### config.mk
export PLATFORM = sky130hd
export DESIGN_NAME = i2c_master_arbiter
export DESIGN_NICKNAME = d
export VERILOG_FILES = /design/src/rtl/i2c_master_arbiter.sv
export SDC_FILE = /design/constraint.sdc
export NUM_CORES = 1
export LEC_CHECK = 0
export ABC_AREA = 1
export ABC_CLOCK_PERIOD_IN_PS = 2800
export CAP_MARGIN = 20
export CELL_PAD_IN_SITES_DETAIL_PLACEMENT = 1
export CELL_PAD_IN_SITES_GLOBAL_PLACEMENT = 1
export CORE_MARGIN = 4
export CORE_UTILIZATION = 30
export DETAILED_ROUTE_END_ITERATION = 6
export PLACE_DENSITY_LB_ADDON = 0.1
export SLEW_MARGIN = 20
export SYNTH_ARGS = -nofsm -noshare
export SYNTH_HDL_FRONTEND = slang
export SYNTH_SLANG_ARGS = --single-unit
### constraint.sdc
create_clock -name clk -period 2.8 [get_ports clk]
set_input_delay 0.28 -clock clk [delete_from_list [all_inputs] [get_ports clk]]
set_output_delay 0.28 -clock clk [all_outputs]
set_load 0.01 [all_outputs]
### src/rtl/i2c_master_arbiter.sv
// Round-robin owner select and byte sequencer in front of one i2c_master.
// Define I2C_ARB_TIMEOUT_EN to add a WAIT/HOLD watchdog of TIMEOUT cycles.
module i2c_master_arbiter #(
  parameter int NREQ    = 4,
  parameter int TIMEOUT = 4096
) (
  input  logic              clk,
  input  logic              reset,
  input  logic [NREQ-1:0]   req_valid,
  input  logic [NREQ-1:0]   req_rw,
  input  logic [7*NREQ-1:0] req_addr,
  input  logic [8*NREQ-1:0] req_wdata,
  input  logic [NREQ-1:0]   req_last,
  output logic [NREQ-1:0]   req_ready,
  output logic [NREQ-1:0]   rsp_valid,
  output logic [7:0]        rsp_rdata,
  output logic              rsp_err,
  output logic              m_start,
  output logic              m_stop,
  output logic              m_rw,
  output logic [6:0]        m_addr,
  output logic [7:0]        m_wdata,
  input  logic              m_busy,
  input  logic              m_done,
  input  logic [7:0]        m_rdata,
  input  logic              m_nack
);
  localparam int PW = (NREQ > 2) ? $clog2(NREQ) : 1;

  typedef enum logic [2:0] {IDLE, ISSUE, WAIT, HOLD, STOP} state_t;

  state_t          state, state_n;
  logic [PW-1:0]   rr_ptr, rr_ptr_n;
  logic [PW-1:0]   owner, owner_n;
  logic [PW-1:0]   win, sel;
  logic            found, go, tmo;
  logic [NREQ-1:0] req_ready_n, rsp_valid_n;
  logic [7:0]      rsp_rdata_n, m_wdata_n;
  logic [6:0]      m_addr_n;
  logic            rsp_err_n, m_start_n, m_stop_n, m_rw_n;

  function automatic logic [PW-1:0] nxt(input logic [PW-1:0] p);
    return PW'((int'(p) + 1) % NREQ);
  endfunction

`ifdef I2C_ARB_TIMEOUT_EN
  logic [31:0] cnt;

  // watchdog: restarts on every entry to WAIT/HOLD, counts while there
  always_ff @(posedge clk) begin
    if (reset)
      cnt <= '0;
    else if (state_n != state && (state_n == WAIT || state_n == HOLD))
      cnt <= '0;
    else if (state == WAIT || state == HOLD)
      cnt <= cnt + 32'd1;
  end

  assign tmo = (cnt >= 32'(TIMEOUT));
`else
  logic unused_timeout;
  assign unused_timeout = (TIMEOUT != 0);
  assign tmo = 1'b0;
`endif

  // round-robin search upward from rr_ptr with wrap-around
  always_comb begin
    win   = rr_ptr;
    found = 1'b0;
    for (int k = 0; k < NREQ; k++) begin
      if (!found && req_valid[(int'(rr_ptr) + k) % NREQ]) begin
        found = 1'b1;
        win   = PW'((int'(rr_ptr) + k) % NREQ);
      end
    end
  end

  // a new byte comes from the arbitration winner, a follow-on from the owner
  assign sel = (state == HOLD) ? owner : win;

  // next-state and next-output logic; every output leaves a register
  always_comb begin
    state_n     = state;
    owner_n     = owner;
    rr_ptr_n    = rr_ptr;
    go          = 1'b0;
    req_ready_n = '0;
    rsp_valid_n = '0;
    rsp_rdata_n = '0;
    rsp_err_n   = 1'b0;
    m_start_n   = 1'b0;
    m_stop_n    = m_stop;
    m_rw_n      = m_rw;
    m_addr_n    = m_addr;
    m_wdata_n   = m_wdata;
    unique case (state)
      IDLE: begin
        m_stop_n = 1'b0;
        go       = found && !m_busy;
      end
      ISSUE: state_n = WAIT;
      WAIT: begin
        if (m_done) begin
          rsp_valid_n = NREQ'(1) << owner;
          rsp_rdata_n = m_rdata;
          rsp_err_n   = m_nack;
          if (m_stop) begin
            state_n  = IDLE;
            rr_ptr_n = nxt(owner);
            m_stop_n = 1'b0;
          end else if (m_nack) begin
            state_n  = STOP;
            m_stop_n = 1'b1;
          end else begin
            state_n  = HOLD;
          end
        end else if (tmo) begin
          rsp_valid_n = NREQ'(1) << owner;
          rsp_err_n   = 1'b1;
          state_n     = STOP;
          m_stop_n    = 1'b1;
        end
      end
      HOLD: begin
        if (req_valid[owner]) begin
          go = 1'b1;
        end else if (tmo) begin
          state_n  = STOP;
          m_stop_n = 1'b1;
        end
      end
      STOP: begin
        m_stop_n = 1'b0;
        rr_ptr_n = nxt(owner);
        state_n  = IDLE;
      end
      default: state_n = IDLE;
    endcase
    if (go) begin
      state_n     = ISSUE;
      owner_n     = sel;
      m_start_n   = 1'b1;
      req_ready_n = NREQ'(1) << sel;
      m_rw_n      = req_rw[sel];
      m_addr_n    = req_addr[7*int'(sel) +: 7];
      m_wdata_n   = req_wdata[8*int'(sel) +: 8];
      m_stop_n    = req_last[sel];
    end
  end

  // state, pointer and registered outputs
  always_ff @(posedge clk) begin
    if (reset) begin
      state     <= IDLE;
      rr_ptr    <= '0;
      owner     <= '0;
      req_ready <= '0;
      rsp_valid <= '0;
      rsp_rdata <= '0;
      rsp_err   <= 1'b0;
      m_start   <= 1'b0;
      m_stop    <= 1'b0;
      m_rw      <= 1'b0;
      m_addr    <= '0;
      m_wdata   <= '0;
    end else begin
      state     <= state_n;
      rr_ptr    <= rr_ptr_n;
      owner     <= owner_n;
      req_ready <= req_ready_n;
      rsp_valid <= rsp_valid_n;
      rsp_rdata <= rsp_rdata_n;
      rsp_err   <= rsp_err_n;
      m_start   <= m_start_n;
      m_stop    <= m_stop_n;
      m_rw      <= m_rw_n;
      m_addr    <= m_addr_n;
      m_wdata   <= m_wdata_n;
    end
  end
endmodule
# Yosys cells after proc, flatten, opt, wreduce, memory -nomap -nowiden
# Cells that the tools add are included.
[totals]
reg_bits = 42
input_bits = 85
output_inout_bits = 35
wordCells = 107
[op_classes]
add_sub_neg = 4
n_mul = 1
order_cmp = 6
n_eq_ne = 8
shift = 4
mux = 41
bitwise_logic = 7
n_reduce_logical = 23
[ops]
columns = ["op", "n"]
rows = [
  ["32-bit by 6-bit indexed part select with 8-bit output", 1],
  ["28-bit by 6-bit indexed part select with 7-bit output", 1],
  ["1-bit two-way mux", 21],
  ["1-bit binary-select mux with 2-bit select", 7],
  ["2-bit OR reduction", 7],
  ["3-bit by 4-bit < comparator with 1-bit output, second input constant", 3],
  ["2-bit two-way mux", 6],
  ["2-bit by 3-bit < comparator with 1-bit output, second input constant", 3],
  ["3-bit two-way mux", 3],
  ["3-bit one-hot mux with 3 select lines", 1],
  ["1-bit by 2-bit << shifter with 4-bit output, first input constant", 2],
  ["3-bit by 2-bit == test with 1-bit output, second input constant", 2],
  ["2-bit AND reduction", 3],
  ["3-bit by 2-bit multiplier with 5-bit output, first input constant", 1],
  ["2-bit by 1-bit adder with 2-bit output, second input constant", 2],
  ["2-bit adder, second input constant", 2],
  ["1-bit logical AND", 4],
  ["1-bit zero test", 4],
  ["2-bit != test, second input constant", 2],
  ["1-bit inverter", 4],
  ["1-bit one-hot mux with 2 select lines", 2],
  ["2-bit one-hot mux with 2 select lines", 1],
  ["1-bit bitwise AND, first input constant", 3],
  ["3-bit by 1-bit == test with 1-bit output, second input constant", 1],
  ["other kinds (8)", 8],
]

# Logic depth before layout (Yosys ltp)
[logic_depth]
depth_word = 18
ltp_mapped = 19
depth_no_buf = 17

# Worst setup path after synthesis
# No wires, ideal clock.
[synth_timing]
path_kind = "reg2reg"
from = "register rr_ptr[0]"
to = "register m_addr[6]"
arrival_ps = 1645
path_slack_ps = 1037
stages_incl_launch_ff = 16
synth_period_minus_slack_ps = 1763
cell_sequence = "dfxtp_1 > inv_2 > buf_6 > nand2_1 > nand2_1 > nand2_2 > nand2_4 > nor2_4 > nand2_2 > o21ai_2 > nand2_1 > nand2_2 > inv_2 > buf_2 > nand4_1 > nand3_2"
[synth_between]
elab_chain_cells = 15
[synth_lines]
columns = ["item", "line", "text"]
rows = [
  ["from (decl)", "33", "logic [PW-1:0] rr_ptr, rr_ptr_n;"],
  ["from (signal assigned)", "168", "rr_ptr <= rr_ptr_n;"],
  ["2-bit by 1-bit adder with 2-bit output or 1-bit binary-select mux with 2-bit select (tied branches)", "71, 73", ""],
  ["1-bit binary-select mux with 2-bit select or 1-bit two-way mux (tied branches)", "71", "if (!found && req_valid[(int'(rr_ptr) + k) % NREQ]) begin"],
  ["1-bit two-way mux (implied by the code)", "71", ""],
  ["1-bit two-way mux (implied by the code) or 1-bit zero test (tied branches)", "71", ""],
  ["1-bit logical AND", "71", ""],
  ["1-bit two-way mux", "71", ""],
  ["1-bit zero test", "71", ""],
  ["1-bit logical AND", "71", ""],
  ["1-bit two-way mux", "71", ""],
  ["1-bit zero test", "71", ""],
  ["1-bit logical AND", "71", ""],
  ["2-bit two-way mux", "71", ""],
  ["2-bit two-way mux", "79", "assign sel = (state == HOLD) ? owner : win;"],
  ["3-bit by 2-bit multiplier with 5-bit output", "145", "m_addr_n = req_addr[7*int'(sel) +: 7];"],
  ["28-bit by 6-bit indexed part select with 7-bit output", "145", ""],
  ["to (signal assigned)", "177", "m_addr <= m_addr_n;"],
  ["to (decl)", "21", "output logic [6:0] m_addr,"],
]
# Several ways; a longest one is shown, not always the timed one. The select of a mux whose other input is x is not followed.
# A chain may end at the register's enable or synchronous reset.

# Final worst setup path
[layout_timing]
from = "register rr_ptr[0]"
to = "register m_addr[2]"
# Same word-level chain as after synthesis.

==> results.md <==
- Clk_lat worst skew: 0.29 ns
- M3 GR Usage: 0.0354
- Slew HR: 0.650
- Worst-margin pin slew: about 0.52 ns
- Max VDD drop: about 0.00032 V
- Worst EP required: about 3 ns
- Area grow syn2layout: 53.3%
- Hold buffer count at CTS: 0
- Resized Gates After CTS: 0
- Cell Pwr Density: between 600 and 700 nW/µm²
- Vias: 2819
- Die height: between 100 and 150 µm
- Post-synth EDFFs: 0
- Pin count of the biggest net entering global routing: 23
- Clock root buffer: clkbuf_8
- IO Pins: 120
- Die W: 100 µm
- Global-route wire length before repair: around 14 mm
- Leading cell type in the layout, fill and taps excluded: nand2_1
- DRT Wirelength: 8.34 mm
- Crit path launch type: register
- Vias in the first global route: ~2900
- H-tree levels: 2
- Wirelength per Cell: approximately 13 µm
- Worst hold path class: register to register
- Fmax: about 0.42 GHz
- Post-synthesis cell type count: 28
- Final TNS setup: 0 ns
- Global Route Usage Sum: 0.167
- Max-slew violations: 0
- Global Route met2 Usage: 0.291
- Num CTS Buffers: 5
- Post-route antenna net violation count: 0
- Sequential share of the synthesized area: 0.329
- DR iter-0 viols: 60
- Status: finished clean
- Mapped Area: 2560 µm²
- Crit path max fanout: 20
- Area contributors post-synth: dfxtp_1 (33%), nand2_1 (21%), nand3_2 (8.2%)
- Final Cycle Share: 0.846
- Total global routing overflow: 0
- CTS tree: built
- Final #Nets: 597
- Mean Syn Cell Area: approximately 6.5 µm²
- Antenna cell count: 0
- Final hold violations: 0
- RSZ-0062 raised after global routing: no
- Synth top area share: 0.329
- DRC violations left: 0
- Site Rows: 33
- Clk buf depth: 2
- Yosys warning count: 0
- Layout cells sized above 1: 0.105
- DIE AREA: roughly 10000 µm²
- Final Cell Area: 3920 µm²
- Final min period: 2.37 ns
- Clock sink count: between 40 and 50
- Crit Path Class: register to register
- Starting Density: 0.310
- Lkg Pwr: 1.85 nW
- Port buffer count: approximately 120
- Final Skew: 0.00664 ns
- Post-synth top area cell: dfxtp_1
- Max Cap Violations: 0
- DR pass1 iterations: 4
- Clock slew at reported path FFs: approximately 0.090 ns
- Gate Count Post-Synth: just under 400
- Setup bufs post-CTS: 0
- Ys flop type: dfxtp_1
- CP Capture Type: register
- Worst hold slack: between 0.4 and 0.5 ns
- Met1 Use GR: 0.209
- Core Box Area: between 8000 and 9000 µm²
- Final Setup Violations: 0
- Final GP Congestion: 0.874
- Arrival time of the worst setup path: approximately 2.6 ns
- Yosys reg bits: between 40 and 50
- Gr busiest metal: met2
- Synth Net Count: 480
- Initial antenna violation count: 0
- Commonest non-fill, non-tap cells in the layout: nand2_1 (144), clkdlybuf4s50_1 (119), inv_1 (49)
- DP Area: ~3800 µm²
- Post-DR vias/cell: between 4 and 5
- Hpwl dp: ~6.7 mm
- Async SR Flop Fraction: 0
-- path summary, 6_finish.rpt --
check                    startpoint                     end  slack [ns]  cells past startpoint
max          rr_ptr[0]$_SDFFE_PP0P_  m_addr[2]$_SDFFE_PP0P_        0.43                     14
min          m_addr[3]$_SDFFE_PP0P_  m_addr[3]$_SDFFE_PP0P_        0.46                      2
max reg2reg  rr_ptr[0]$_SDFFE_PP0P_  m_addr[2]$_SDFFE_PP0P_        0.43                     14
min reg2reg  m_addr[3]$_SDFFE_PP0P_  m_addr[3]$_SDFFE_PP0P_        0.46                      2
-- worst max-delay path, stage by stage, from the launching register on --
cell     delay (ns)
dfxtp_1        0.45
buf_4          0.20
nand2_1        0.06
nand2_1        0.10
nand2_1        0.08
nand2_1        0.13
nand4_1        0.13
nand2_1        0.10
nand3_2        0.08
nand2_2        0.32
inv_1          0.28
nand2_1        0.11
nand2_1        0.06
nand2_1        0.09
nand3_2        0.06
-- cell usage after synthesis, types with 4 or more instances --
library cell,number
nand3_2,21
buf_6,5
o21ai_0,7
inv_1,49
or2_1,10
nand2_2,10
dfxtp_1,42
buf_2,4
nor2_1,29
inv_2,5
nand2_1,144
nand3_1,38
nand4_1,5
-- flip-flops by register name (all words and copies together) (netlist names) --
signal     count
rsp_err        1
m_rw           1
req_ready      4
m_start        1
m_addr         7
owner          2
state          3
rsp_valid      4
m_wdata        8
m_stop         1
rr_ptr         2
rsp_rdata      8
-- cell families (layout without fill, tap and decap cells) --
kind of cell           Yosys count  in the layout  share of synthesized area
buffers and inverters           69            187                      0.129
DFF                             42             42                      0.329
and+or+nand+nor                266            266                      0.503
AOI/OAI and AO/OA               18             18                     0.0396
-- layer usage --
layer / wire length (µm) / up-vias
met1: 3580 / 1288
met2: 4170 / 72
met3: 471 / 8
met4: 121 / 0
li1: - / 1451
met5: 0 / -
-- where the power goes --
group          switching (mW)  leakage [nW]  total (mW)  internal, mW
clock network           0.223        0.0514       0.489         0.266
logic                   0.708          1.45        1.26         0.555
registers              0.0790         0.342       0.803         0.724
-- stage by stage --
step	util	total power [mW]	cells	worst slack, ns
global placement	0.462	2.06	610	0.351
global route	0.475	2.77	618	0.116
detailed placement	0.462	2.10	610	0.227
finish	0.475	2.56	618	0.432
CTS	0.475	2.59	618	0.405
floorplan	-	1.60	395	1.04
-- layout make-up --
class | instances | area [µm²]
Fill cell | 1085 | 4340
Multi-Input combinational cell | 284 | 1390
Timing Repair Buffer | 125 | 1250
Sequential cell | 42 | 841
Inverter | 54 | 203
Tap cell | 105 | 131
Clock buffer | 6 | 72.6
Clock inverter | 2 | 37.5
(Power assumes the default switching activity.)
